[src/rtl/data_tcm_arbiter.sv]
// -----------------------------------------------------------------------------
// data_tcm_arbiter
//
// The only master of the single-ported data TCM. Two requesters share it:
//   port 0 : core load/store unit
//   port 1 : debug / DMA master
//
// Each cycle at most one request is granted, combinationally in the same
// cycle. The granted byte-address/size is turned into a word-aligned TCM
// access with byte enables. Every grant, load or store, returns exactly one
// response pulse on the owning port READ_LATENCY cycles later. Load data is
// lane-aligned and sign- or zero-extended. Faulting accesses (misaligned,
// illegal size, or beyond TCM_BYTES) are still granted, but they never touch
// the TCM and they answer with err = 1 and rdata = 0.
//
// Handshake: a requester raises pN_req_i and holds addr/we/size/wdata stable
// until it sees pN_gnt_o high in the same cycle. The request is accepted in
// that cycle. pN_rvalid_o is a one-cycle pulse with no back-pressure, and
// pN_err_o and pN_rdata_o are meaningful only while it is high.
//
// Optional build macro:
//   TCM_ARB_RR_EN  defined   : round-robin on contested cycles
//                  undefined : fixed priority, port 0 always wins
//
// Ports:
//   clk, rst                   clock, asynchronous active-high reset
//   pN_req_i / pN_gnt_o        request / same-cycle grant (N = 0, 1)
//   pN_addr_i, pN_we_i         byte address, 1 = store
//   pN_size_i, pN_unsigned_i   00 byte, 01 half, 10 word; zero-extend loads
//   pN_wdata_i                 right-aligned store data
//   pN_rvalid_o, pN_rdata_o,
//   pN_err_o                   response pulse, load data, fault flag
//   tcm_addr_o, tcm_data_o,
//   tcm_we_o, tcm_be_o         TCM access (all zero on idle cycles)
//   tcm_data_i                 TCM read data, READ_LATENCY cycles after access
// -----------------------------------------------------------------------------
module data_tcm_arbiter #(
    parameter int DATA_WIDTH   = 32,
    parameter int ADDR_WIDTH   = 32,
    parameter int TCM_BYTES    = 1024,
    parameter int READ_LATENCY = 1
) (
    input  logic                  clk,
    input  logic                  rst,
    input  logic                  p0_req_i,
    output logic                  p0_gnt_o,
    input  logic [ADDR_WIDTH-1:0] p0_addr_i,
    input  logic                  p0_we_i,
    input  logic [1:0]            p0_size_i,
    input  logic                  p0_unsigned_i,
    input  logic [DATA_WIDTH-1:0] p0_wdata_i,
    output logic                  p0_rvalid_o,
    output logic [DATA_WIDTH-1:0] p0_rdata_o,
    output logic                  p0_err_o,
    input  logic                  p1_req_i,
    output logic                  p1_gnt_o,
    input  logic [ADDR_WIDTH-1:0] p1_addr_i,
    input  logic                  p1_we_i,
    input  logic [1:0]            p1_size_i,
    input  logic                  p1_unsigned_i,
    input  logic [DATA_WIDTH-1:0] p1_wdata_i,
    output logic                  p1_rvalid_o,
    output logic [DATA_WIDTH-1:0] p1_rdata_o,
    output logic                  p1_err_o,
    output logic [ADDR_WIDTH-1:0] tcm_addr_o,
    output logic [DATA_WIDTH-1:0] tcm_data_o,
    output logic                  tcm_we_o,
    output logic [3:0]            tcm_be_o,
    input  logic [DATA_WIDTH-1:0] tcm_data_i
);

    // One entry of the response pipeline.
    typedef struct packed {
        logic       valid;
        logic       port;
        logic       we;
        logic [1:0] offset;
        logic [1:0] size;
        logic       uns;
        logic       err;
    } rsp_t;

    // ---------------------------------------------------------------- arbiter
    logic any_req;
    logic sel;          // port that owns this cycle's grant

    // Grants are forced low while reset is held so every output reads 0.
    assign any_req = (p0_req_i | p1_req_i) & ~rst;

`ifdef TCM_ARB_RR_EN
    logic contested;
    logic rr_ptr;       // port that wins the next contested cycle

    assign contested = p0_req_i & p1_req_i;
    assign sel       = contested ? rr_ptr : p1_req_i;

    // The pointer moves only when both ports competed.
    always_ff @(posedge clk or posedge rst) begin
        if (rst) begin
            rr_ptr <= 1'b0;
        end else if (contested) begin
            rr_ptr <= ~rr_ptr;
        end
    end
`else
    assign sel = ~p0_req_i;
`endif

    assign p0_gnt_o = any_req & ~sel;
    assign p1_gnt_o = any_req &  sel;

    // --------------------------------------------------------- selected access
    logic [ADDR_WIDTH-1:0] addr;
    logic                  we;
    logic [1:0]            size;
    logic                  uns;
    logic [DATA_WIDTH-1:0] wdata;

    assign addr  = sel ? p1_addr_i     : p0_addr_i;
    assign we    = sel ? p1_we_i       : p0_we_i;
    assign size  = sel ? p1_size_i     : p0_size_i;
    assign uns   = sel ? p1_unsigned_i : p0_unsigned_i;
    assign wdata = sel ? p1_wdata_i    : p0_wdata_i;

    logic [2:0]            nbytes;
    logic [3:0]            be;
    logic [DATA_WIDTH-1:0] lanes;
    logic [ADDR_WIDTH:0]   end_addr;   // one extra bit so the sum cannot wrap
    logic                  fault;

    always_comb begin
        nbytes = 3'd4;
        be     = 4'b1111;
        lanes  = wdata;
        case (size)
            2'b00: begin
                nbytes = 3'd1;
                be     = 4'b0001 << addr[1:0];
                lanes  = {4{wdata[7:0]}};
            end
            2'b01: begin
                nbytes = 3'd2;
                be     = 4'b0011 << addr[1:0];
                lanes  = {2{wdata[15:0]}};
            end
            default: ;
        endcase
    end

    assign end_addr = {1'b0, addr} + (ADDR_WIDTH+1)'(nbytes);
    assign fault    = (size == 2'b11)
                    | ((size == 2'b01) & addr[0])
                    | ((size == 2'b10) & (addr[1:0] != 2'b00))
                    | (end_addr > (ADDR_WIDTH+1)'(TCM_BYTES));

    // TCM is driven only for a granted, non-faulting access.
    always_comb begin
        tcm_addr_o = '0;
        tcm_data_o = '0;
        tcm_we_o   = 1'b0;
        tcm_be_o   = 4'b0000;
        if (any_req && !fault) begin
            tcm_addr_o = {addr[ADDR_WIDTH-1:2], 2'b00};
            tcm_be_o   = be;
            if (we) begin
                tcm_we_o   = 1'b1;
                tcm_data_o = lanes;
            end
        end
    end

    // ------------------------------------------------------- response pipeline
    rsp_t                        rsp_in;
    rsp_t [READ_LATENCY-1:0]     pipe;

    always_comb begin
        rsp_in        = '0;
        rsp_in.valid  = any_req;
        rsp_in.port   = sel;
        rsp_in.we     = we;
        rsp_in.offset = addr[1:0];
        rsp_in.size   = size;
        rsp_in.uns    = uns;
        rsp_in.err    = fault;
    end

    always_ff @(posedge clk or posedge rst) begin
        if (rst) begin
            pipe <= '0;
        end else begin
            pipe[0] <= rsp_in;
            for (int i = 1; i < READ_LATENCY; i++) begin
                pipe[i] <= pipe[i-1];
            end
        end
    end

    rsp_t                  head;
    logic [DATA_WIDTH-1:0] shifted;
    logic [DATA_WIDTH-1:0] ext;
    logic                  load_ok;

    assign head    = pipe[READ_LATENCY-1];
    assign shifted = tcm_data_i >> {head.offset, 3'b000};
    assign load_ok = head.valid & ~head.we & ~head.err;

    always_comb begin
        ext = shifted;
        case (head.size)
            2'b00:   ext = {{24{~head.uns & shifted[7]}},  shifted[7:0]};
            2'b01:   ext = {{16{~head.uns & shifted[15]}}, shifted[15:0]};
            default: ;
        endcase
    end

    assign p0_rvalid_o = head.valid & ~head.port;
    assign p1_rvalid_o = head.valid &  head.port;
    assign p0_err_o    = p0_rvalid_o & head.err;
    assign p1_err_o    = p1_rvalid_o & head.err;
    assign p0_rdata_o  = (load_ok & ~head.port) ? ext : '0;
    assign p1_rdata_o  = (load_ok &  head.port) ? ext : '0;

endmodule
[config.mk]
export PLATFORM = sky130hd
export DESIGN_NAME = data_tcm_arbiter
export DESIGN_NICKNAME = d
export VERILOG_FILES = /design/src/rtl/data_tcm_arbiter.sv
export SDC_FILE = /design/constraint.sdc
export NUM_CORES = 1
export LEC_CHECK = 0
export BUFFER_PORTS_ARGS = -buffer_cell sky130_fd_sc_hd__buf_2
export CAP_MARGIN = 30
export CORE_ASPECT_RATIO = 0.7
export CORE_MARGIN = 2
export CORE_UTILIZATION = 35
export CTS_BUF_LIST = sky130_fd_sc_hd__clkbuf_8
export CTS_CLUSTER_SIZE = 28
export DETAILED_ROUTE_END_ITERATION = 8
export GPL_TIMING_DRIVEN = 0
export PLACE_DENSITY = 0.68
export SLEW_MARGIN = 5
export SYNTH_ARGS = -nofsm -noshare
export SYNTH_HDL_FRONTEND = slang
export SYNTH_SLANG_ARGS = --single-unit
[constraint.sdc]
create_clock -name clk -period 9.8 [get_ports clk]
set_input_delay 0.49 -clock clk [delete_from_list [all_inputs] [get_ports clk]]
set_output_delay 0.49 -clock clk [all_outputs]
set_load 0.05 [all_outputs]
* Word-level counts from Yosys, hierarchy flattened
Cells that the tools add are included.
Word-level totals: bits in registers 9, input port bits 172, output and inout port bits 139, word-level logic and storage cells 63
Cells by class: add/sub/neg operators 1, order comparisons 1, equal/unequal tests 4, shifts and indexed selects 3, mux-type cells 17, bitwise logic cells 25, reduce and logical (&&, ||, !) cells 5
Operator list (number):
- 2-to-1 mux 32 bit | 7
- one-hot mux 32 bit (2 select lines) | 2
- adder 32 x 3 -> 33 bit | 1
- > comparator 33 x 11 -> 1 bit, second input constant | 1
- >> shifter 32 x 5 -> 32 bit | 1
- AND 1 bit | 15
- one-hot mux 4 bit (2 select lines) | 1
- inverter 1 bit | 6
- one-hot mux 3 bit (2 select lines) | 1
- equality test 2 x 1 -> 1 bit, second input constant | 2
- equality test 2 bit, second input constant | 2
- logical NOT 2 bit | 2
- 2-to-1 mux 1 bit | 4
- 2-to-1 mux 4 bit | 1
- OR 1 bit | 4
- left shift 1 x 2 -> 4 bit, first input constant | 1
- left shift 2 x 2 -> 4 bit, first input constant | 1
- 2-to-1 mux 2 bit | 1
- nonzero test 2 bit | 1
- logical AND 1 bit | 1
- logical NOT 1 bit | 1

* Depth between registers and ports, before layout
Gate-level depths: netlist (run 1).
word-level depth 9, depth in mapped cells 22, depth with buffers taken out 13

* Least setup slack after synthesis (run 1)
Ideal clock, no wire load.
kind input port to output port, start point in p0_req_i, end point out tcm_be_o[0], arrival 5.802 ns, data required time 9.310 ns, path slack 3.508 ns, cell stages on the path 20, path buffers 7, cells stage by stage buf_6 -> buf_6 -> nand2b_1 -> clkbuf_1 -> and2_1 -> clkbuf_1 -> inv_1 -> or2_2 -> clkbuf_1 -> clkbuf_1 -> inv_1 -> ha_1 -> ha_1 -> o21ai_0 -> a211oi_1 -> nand2_1 -> mux2i_1 -> or4b_4 -> buf_6 -> nor4_1
On the way: word-level cells in the longest chain between the ends 9, elaborated cells between the ends (all ways) 23, classes of those cells 1 x add/sub; 1 x order compare; 3 x eq/ne; 2 x shift; 5 x mux; 7 x bitwise; 4 x reduce/logical
Ends and longest elaborated chain:
- start, declared | line 45 | input logic p0_req_i,
- 2-to-1 mux 2 bit | line 121 | assign size = sel ? p1_size_i : p0_size_i;
- equality test 2 x 1 -> 1 bit / logical NOT 2 bit (equally long branches) | line 135, 152
- one-hot mux 3 bit (2 select lines) / AND 1 bit (equally long branches) | line 135, 152
- adder 32 x 3 -> 33 bit / OR 1 bit (equally long branches) | line 150, 152
- > comparator 33 x 11 -> 1 bit / OR 1 bit (equally long branches) | line 154, 153
- OR 1 bit | line 154 | | (end_addr > (ADDR_WIDTH+1)'(TCM_BYTES));
- logical NOT 1 bit | line 162 | if (any_req && !fault) begin
- logical AND 1 bit | line 162
- 2-to-1 mux 4 bit * | line 162
- end, declared | line 68 | output logic [3:0] tcm_be_o,
Every way passes the cells marked *; elsewhere a longest branch is shown, timed or not.

* Worst setup path in the final report (run 1)
start point in p0_req_i, end point out tcm_data_o[30]
On the way: word-level cells in the longest chain between the ends 9, elaborated cells between the ends (all ways) 24, classes of those cells 1 x add/sub; 1 x order compare; 3 x eq/ne; 8 x mux; 7 x bitwise; 4 x reduce/logical
Ends and longest elaborated chain:
- 2-to-1 mux 2 bit * | line 121
- named net size[1] | line 115 | logic [1:0] size;
- equality test 2 x 1 -> 1 bit / logical NOT 2 bit (equally long branches) | line 135, 152
- one-hot mux 3 bit (2 select lines) / AND 1 bit (equally long branches) | line 135, 152
- adder 32 x 3 -> 33 bit / OR 1 bit (equally long branches) | line 150, 152
- > comparator 33 x 11 -> 1 bit / OR 1 bit (equally long branches) | line 154, 153
- OR 1 bit | line 154
- logical NOT 1 bit | line 162
- logical AND 1 bit | line 162
- 2-to-1 mux 32 bit * | line 162
- end, declared | line 66 | output logic [DATA_WIDTH-1:0] tcm_data_o,
The timed path passes the listed nets; every way through them passes the cells marked *.

==> impl.org, run 1 <==
** Critical path
- The kind of cell with the highest combined delay along the critical path is buffers and inverters.
- Buf+Inv Stages, Crit Path :: 11
- The largest single stage delay on the critical path is about 850 ps.
- The worst setup path is of the in2out kind.
- Biggest fanout along the worst timing path :: 11
- Worst Setup End Kind :: primary output
- The critical path runs through a total of 20 cells.
- The worst setup path is launched from an input port.
- The most numerous cell type found on the critical path is buf_6.
- Launching element of the worst setup path :: p0_req_i
- Cells along the critical path :: buf_6, buf_6, buf_6, nand2_1, and2_1, clkbuf_1, inv_1, clkbuf_1, buf_1, ha_1, clkbuf_1, o21ai_0, a211oi_1, nand2_1, mux2i_1, or4b_4, buf_6, buf_4, nor4_2, buf_2
- For the worst setup path, the data required time is around 9300 ps.
- Crit path capture :: tcm_data_o[30]
- Critical Path AT :: ~6400 ps
- Slowest stage cell on the critical path :: a211oi_1

** Power
- Internal power contribution :: ~0.16 mW
- Of the total power, registers draw 12.1%.
- Combinational cells account for between 70% and 80% of the total power.
- PnR Total Power :: ~0.34 mW
- Worst ir drop on vdd :: approximately 0.03 mV
- Pwr per Cell Area :: 51.0 mW/mm^2
- Clock Power Share :: a little under an eighth
- Switching share of power :: a little over half
- LEAKAGE :: around 3.1 nW
- NetSw :: 0.179 mW

** Synth
- Synthesis instantiated 74 different standard cells from the library.
- Warning count from the yosys run :: 0
- The cell count after synthesis came out at between 600 and 700.
- A synthesized cell averages a little over 7 sq um.
- The synthesized design contains 9 register bits.
- Fraction of the yosys area taken by sequential cells :: between 4 and 5%
- Of all flip-flops after synthesis, the portion carrying an async set or reset was 100%.
- Post-synth top flop :: dfrtp_1
- Number of enable flip-flop cells after synthesis :: 0
- Summing every instance area after synthesis gives approximately 0.005 sq mm.

** Detailed routing
- After detailed routing, the average wire length per cell comes to ~17 microns.
- DRC Markers :: 0
- The routed design has between 20 and 25 mm of wire.
- In this run, the number of DRC markers left after iteration 0 of detailed routing was about 500.
- Via count normalized by instance count :: ~5.6
- The detail route stage leaves a number of antenna-violating nets equal to 0.
- Before antenna repair, the detailed router went through 5 iterations.
- Via count :: approximately 6.6k

** Die
- The floorplan has 36 rows.
- The die is between 100 and 150 microns wide.
- Die Outline Area :: ~0.015 sq mm
- The initial utilization of the core area, before any placement, comes to 35.7%.
- approximately 310 I/O pins were placed.
- Placeable core area :: 0.0138 sq mm
- In this run the vertical extent of the chip is 103 microns.

** Clock network
- TritonCTS built the clock tree.
- CTS sink count :: 9
- After clock tree synthesis, the clock-pin slew on the worst setup and hold paths is 40 ps.
- Number of post-CTS setup repair buffers :: 0
- In this run the number of H-tree levels came out at 1.
- The clock passes through at most 2 buffers.
- Cts-stage hold buffer count :: 0
- After clock tree synthesis, the repair step resized 0 gates.
- Clock root buffer master :: clkbuf_8
- Counting the buffers created by CTS gives 3.

** Global route
- All-layer global routing usage :: approximately 25%
- Total gr overflow :: 0
- The first global-routing pass estimated roughly 31 mm of wire.
- Entering global routing, the biggest net connects 12 pins.
- Number of antenna violations at the first check in global routing :: 1
- The number of global-route vias before repair is about 6.0k.

** Finish
- The count of cells in the finished layout, fillers not included, comes to 1186.
- Commonest cells after routing, fill and taps aside :: 299 x buf_2, 84 x nor2_1, 51 x nand4_1
- From synthesis to final layout, the design area changed by 36.5%.
- Fin util :: between 40% and 50%
- Commonest non-fill, non-tap cell in the layout :: buf_2
- Flip-flop count of the largest register, all copies and words added :: 9
- Fraction of final layout cells with drive strength greater than 1 :: between 40% and 50%
- Net count reported at finish :: roughly 1.2k

** Worst hold path
- Kind of path behind the tightest hold check :: in2async

** Timing
- Count of endpoints failing hold in the final timing report :: 0
- Setup repair after global routing left no endpoint under its margin.
- The number of max-slew violations in the final report is 0.
- Achievable frequency :: between 100 and 150 MHz
- For the pin with the worst max-slew slack, the measured transition is between 900 and 1000 ps.
- Fraction of the cycle the final worst path needs :: about 70%
- Final critical delay including setup and external delays :: approximately 6900 ps
- Max-slew headroom :: roughly two fifths
- Final setup fails :: 0
- For the final routed database, the setup TNS stands at 0 ps.

** Placed design
- Counting tap cells, the placed design contains a total of 1181 instances.
- Detailed placement finished with a half-perimeter wire length of between 15 and 20 mm.
- Number of port buffers :: between 200 and 300
- Routability cong. :: between 0.9 and 1

** Run status
- The flow ran to the end, and the final reports show no timing, DRC or antenna violations.

** Run
- Number of maximum-capacitance violations :: 0
==> Yosys cell counts, types with 13 or more instances <==
| cell type | n | area (sq um) |
|---|---|---|
| nor4_2 | 40 | 500 |
| mux2_2 | 34 | 383 |
| nor2_1 | 84 | 315 |
| buf_4 | 25 | 188 |
| nand4_1 | 51 | 319 |
| o21ai_0 | 25 | 125 |
| buf_2 | 13 | 65.1 |
| a211oi_1 | 18 | 135 |
| mux2i_1 | 48 | 480 |
| buf_6 | 18 | 203 |
| a21oi_1 | 40 | 200 |
| clkbuf_1 | 32 | 120 |
| and3_1 | 14 | 87.6 |
| nand2_1 | 45 | 169 |
==> power by group through the flow <==
stage                     combinational [mW]  clock, mW  sequential, mW
after CTS                              0.258     0.0410          0.0417
after global routing                   0.283     0.0433          0.0420
after global placement                 0.255          0          0.0422
after floorplan                        0.172          0          0.0414
after detailed placement               0.257          0          0.0423
final                                  0.262     0.0396          0.0416
==> per-stage QoR <==
stage               setup slack, ps  hold slack [ps]  area (sq um)
floorplan                      3510              324          5020
global placement               3080              483          6690
detailed placement             3070              481          6690
CTS                            3060              238          6730
global route                   2560              268          6730
finish                         2950              227          6730
==> metal layers <==
| metal | vias up | global-route usage (%) | wire (microns) |
|---|---|---|---|
| met3 | 33 | 4.47 | 2000 |
| met5 | - | 0 | 0 |
| met1 | 3012 | 34.0 | 8880 |
| met2 | 351 | 42.3 | 9150 |
| met4 | 0 | 6.33 | 507 |
| li1 | 3197 | - | - |
==> final cells by class <==
type                    instances  area (sq um)
inverters                      12          45.0
plain buffers                  94           598
fillers                      1457          7090
flip-flops and latches          9           225
repair buffers                286          1430
well taps                     190           238
clock buffers                   3          41.3
multi-input cells             590          4150
clock inverters                 1          3.75
diodes                          1          2.50
==> worst min path at each step <==
stage / end / depth (start not counted) / startpoint
floorplan: head[0] / 1 / rst
global placement: head[8] / 2 / rst
detailed placement: head[8] / 2 / rst
CTS: head[8] / 2 / rst
global route: head[8] / 2 / rst
finish: head[8] / 2 / rst
==> kinds of logic (layout without fill, tap and decap cells) <==
family | Yosys count | count (layout) | synth area share [%]
other | 1 | 24 | 0.0760
adders and majority gates | 3 | 3 | 0.761
xor gates and xnor gates | 10 | 10 | 1.77
buffers and inverters | 106 | 396 | 13.0
DFF | 9 | 9 | 4.56
and+or+nand+nor | 318 | 318 | 40.8
muxes | 82 | 82 | 17.5
AOI/OAI and AO/OA | 154 | 154 | 21.5
Note: power is estimated with default switching activity, not from simulation.
==> inputs of run 2 (changes only) <==
==> constraint.sdc (replaced) <==
create_clock -name clk -period 6.7 [get_ports clk]
set_input_delay 0.335 -clock clk [delete_from_list [all_inputs] [get_ports clk]]
set_output_delay 0.335 -clock clk [all_outputs]
set_load 0.05 [all_outputs]
==> run 2 against run 1 <==
Core utilization about the same. Design area about the same. Count of clock-buffer cells in the layout unchanged. Power up 46%. Hold slack worse by 150 ps. Cell count unchanged.
==> impl.org, run 2 (synthesis results as in run 1) <==
** Timing
- The relative slew slack is 42.2% (was 38.7%).
- Transition time of the tightest slew-check pin :: 860 ps (was 914 ps)
- Setup TNS after final layout :: 0 ps (unchanged)
- The worst hold slack across all endpoints came to 72.2 ps (was 227 ps).
- Achievable frequency :: between 150 and 200 MHz
- The number of max-slew violations in the final report is 0 (unchanged).
- Setup repair after global routing missed its margin :: false (unchanged)
- Final setup fails :: 0 (unchanged)
- Of the available clock period, the critical path in the final layout requires 93.2%.
- Count of endpoints failing hold in the final timing report :: 0 (unchanged)
- The final worst setup slack is 456 ps (was 2950 ps).
- The worst path in the final design needs a cycle of ~6200 ps, including I/O delays and setup.

** Global route
- The wire length of the first global-routing pass is 31.3 mm (unchanged).
- Number of antenna violations at the first check in global routing :: 1 (unchanged)
- Number of global-route vias before repair :: 5983 (unchanged)
- Largest net degree at the start of global routing :: 12 (unchanged)
- The total global-route track usage was 25.2% (unchanged).
- The sum of overflow across all layers after global routing came to 0 (unchanged).

** Clock network
- CTS tree :: done (unchanged)
- Number of buffers on the longest clock path :: 2 (unchanged)
- H-tree level count :: 1 (unchanged)
- The number of buffers inserted during clock tree synthesis was 3 (unchanged).
- Clock slew seen by the registers of the worst setup and hold paths :: 40 ps (about the same)
- The root buffer cell is clkbuf_8 (unchanged).
- The number of buffers added for setup after CTS is 0 (unchanged).
- CTS sink count :: 9 (unchanged)

** Critical path
- Worst Setup End Kind :: primary output (unchanged)
- The path type of the worst setup path was in2out (unchanged).
- Biggest fanout along the worst timing path :: 11 (unchanged)
- The data required time of the worst path was 6360 ps (was 9310 ps).
- The element type at the critical path start is an input port (unchanged).
- The arrival time of the worst setup path came to 5910 ps (was 6360 ps).

** Power
- LEAKAGE :: 3.13 nW (about the same)
- Share of power burned in combinational logic :: 76.4% (about the same)
- Worst ir drop on vdd :: 0.0433 mV (was 0.0296 mV)
- The net switching power of the design is 0.262 mW (was 0.179 mW).
- The share of total power consumed by net switching came to 52.1% (was 52.0%).
- The power per unit of standard cell area came to 74.6 mW/mm^2 (was 51.0 mW/mm^2).
- The sequential group share of total power came to 12.1% (about the same).
- Clock Power Share :: 11.5% (about the same)
- PnR Total Power :: 0.503 mW (was 0.343 mW)
- Internal power contribution :: 0.241 mW (was 0.165 mW)

** Finish
- Net count reported at finish :: 1171 (unchanged)
- Fraction of final layout cells with drive strength greater than 1 :: 44.1% (was 44.0%)
- P&R area growth vs syn :: 36.6% (was 36.5%)
- Commonest cells after routing, fill and taps aside: 299 x buf_2, 84 x nor2_1, 51 x nand4_1 (unchanged).
- The final cell count without fillers is 1186 (unchanged).
- The most common cell after layout, fill and taps aside was buf_2 (unchanged).
- The core utilization of the finished layout came to 48.7% (about the same).
- The final instance area is 0.00674 sq mm (was 0.00673 sq mm).
- The number of flip-flops under the largest register name was 9 (unchanged).

** Die
- DIE WIDTH :: 146 microns (unchanged)
- I/O pins :: 311 (unchanged)
- The core footprint came to 0.0138 sq mm (unchanged).
- Die Outline Area :: 0.0151 sq mm (unchanged)
- Starting density of the core :: 35.7% (unchanged)
- The height of the chip was 103 microns (unchanged).
- The total number of placement rows was 36 (unchanged).

** Detailed routing
- Total length of routed wires :: 20.6 mm (was 20.5 mm)
- The first-pass iteration count of the detailed router came to 5 (unchanged).
- Via count :: 6611 (was 6593)
- The number of nets with antenna violations after detailed routing came to 0 (unchanged).
- The number of remaining DRC errors is 0 (unchanged).
- The detailed router's first-iteration violation count came to 420 (was 497).
- The via density per instance is 5.57 (was 5.56).
- Routed len/inst :: 17.3 microns (about the same)

** Placed design
- Post-Place Setup Slack :: 282 ps (was 3070 ps)
- The final RePlAce weighted congestion is 0.949 (unchanged).
- The count of input and output buffers is 286 (unchanged).
- The HPWL after detailed placement was 17.0 mm (unchanged).
- The area after detailed placement is 0.00669 sq mm (unchanged).
- Placed instance count :: 1181 (unchanged)

** Run status
- Result of the run :: completed (unchanged)

** Run
- The count of maximum capacitance violations is 0 (unchanged).

** Worst hold path
- Kind of path behind the tightest hold check :: in2async (unchanged)
[run 2: final cells by class]
class                   instances  area [sq um]
plain buffers                  94           598
fillers                      1457          7090
inverters                      12          45.0
repair buffers                286          1430
clock buffers                   3          41.3
clock inverters                 1          3.75
diodes                          1          2.50
flip-flops and latches          9           225
well taps                     190           238
multi-input cells             590          4150
[run 2: path summary, 6_finish.rpt]
path / start / to / slack, ps / cells past startpoint
max in group asynchronous: rst / head[3] / 6380 / 2
min in group clk: p1_unsigned_i / head[1] / 370 / 2
setup / recovery: p0_req_i / tcm_data_o[30] / 460 / 20
hold / removal: rst / head[8] / 70 / 2
[run 2: what timing repair did]
action | in CTS | in global routing
hold buffers | 0 | 0
setup endpoints to repair | 0 | 44
gates resized for setup | 0 | 1
[run 2: critical path, cell delays in order]
cell      delay, ps
buf_6           150
buf_6           170
buf_6           170
nand2_1         200
and2_1          230
clkbuf_1        160
inv_1            90
clkbuf_1        460
buf_1           580
ha_1            240
clkbuf_1        330
o21ai_0         340
a211oi_2        570
nand2_1         140
mux2i_1         160
or4b_4          560
buf_6           160
buf_4           190
nor4_2          340
buf_2           320
[run 2: power by group through the flow]
| stage | clock network, mW | logic [mW] | registers, mW |
|---|---|---|---|
| detailed placement | 0 | 0.376 | 0.0618 |
| global placement | 0 | 0.373 | 0.0617 |
| global route | 0.0634 | 0.415 | 0.0614 |
| CTS | 0.0600 | 0.377 | 0.0610 |
| finish | 0.0579 | 0.384 | 0.0609 |
| floorplan | 0 | 0.252 | 0.0605 |
[run 2: metal layers]
layer	vias to the layer above	routed length [microns]	GRT usage, %	part of all wire, %
li1	3191	-	-	-
met1	3015	8930	34.0	43
met2	378	9190	42.3	45
met3	27	2020	4.47	9.8
met4	0	422	6.33	2.1
met5	-	0	0	0
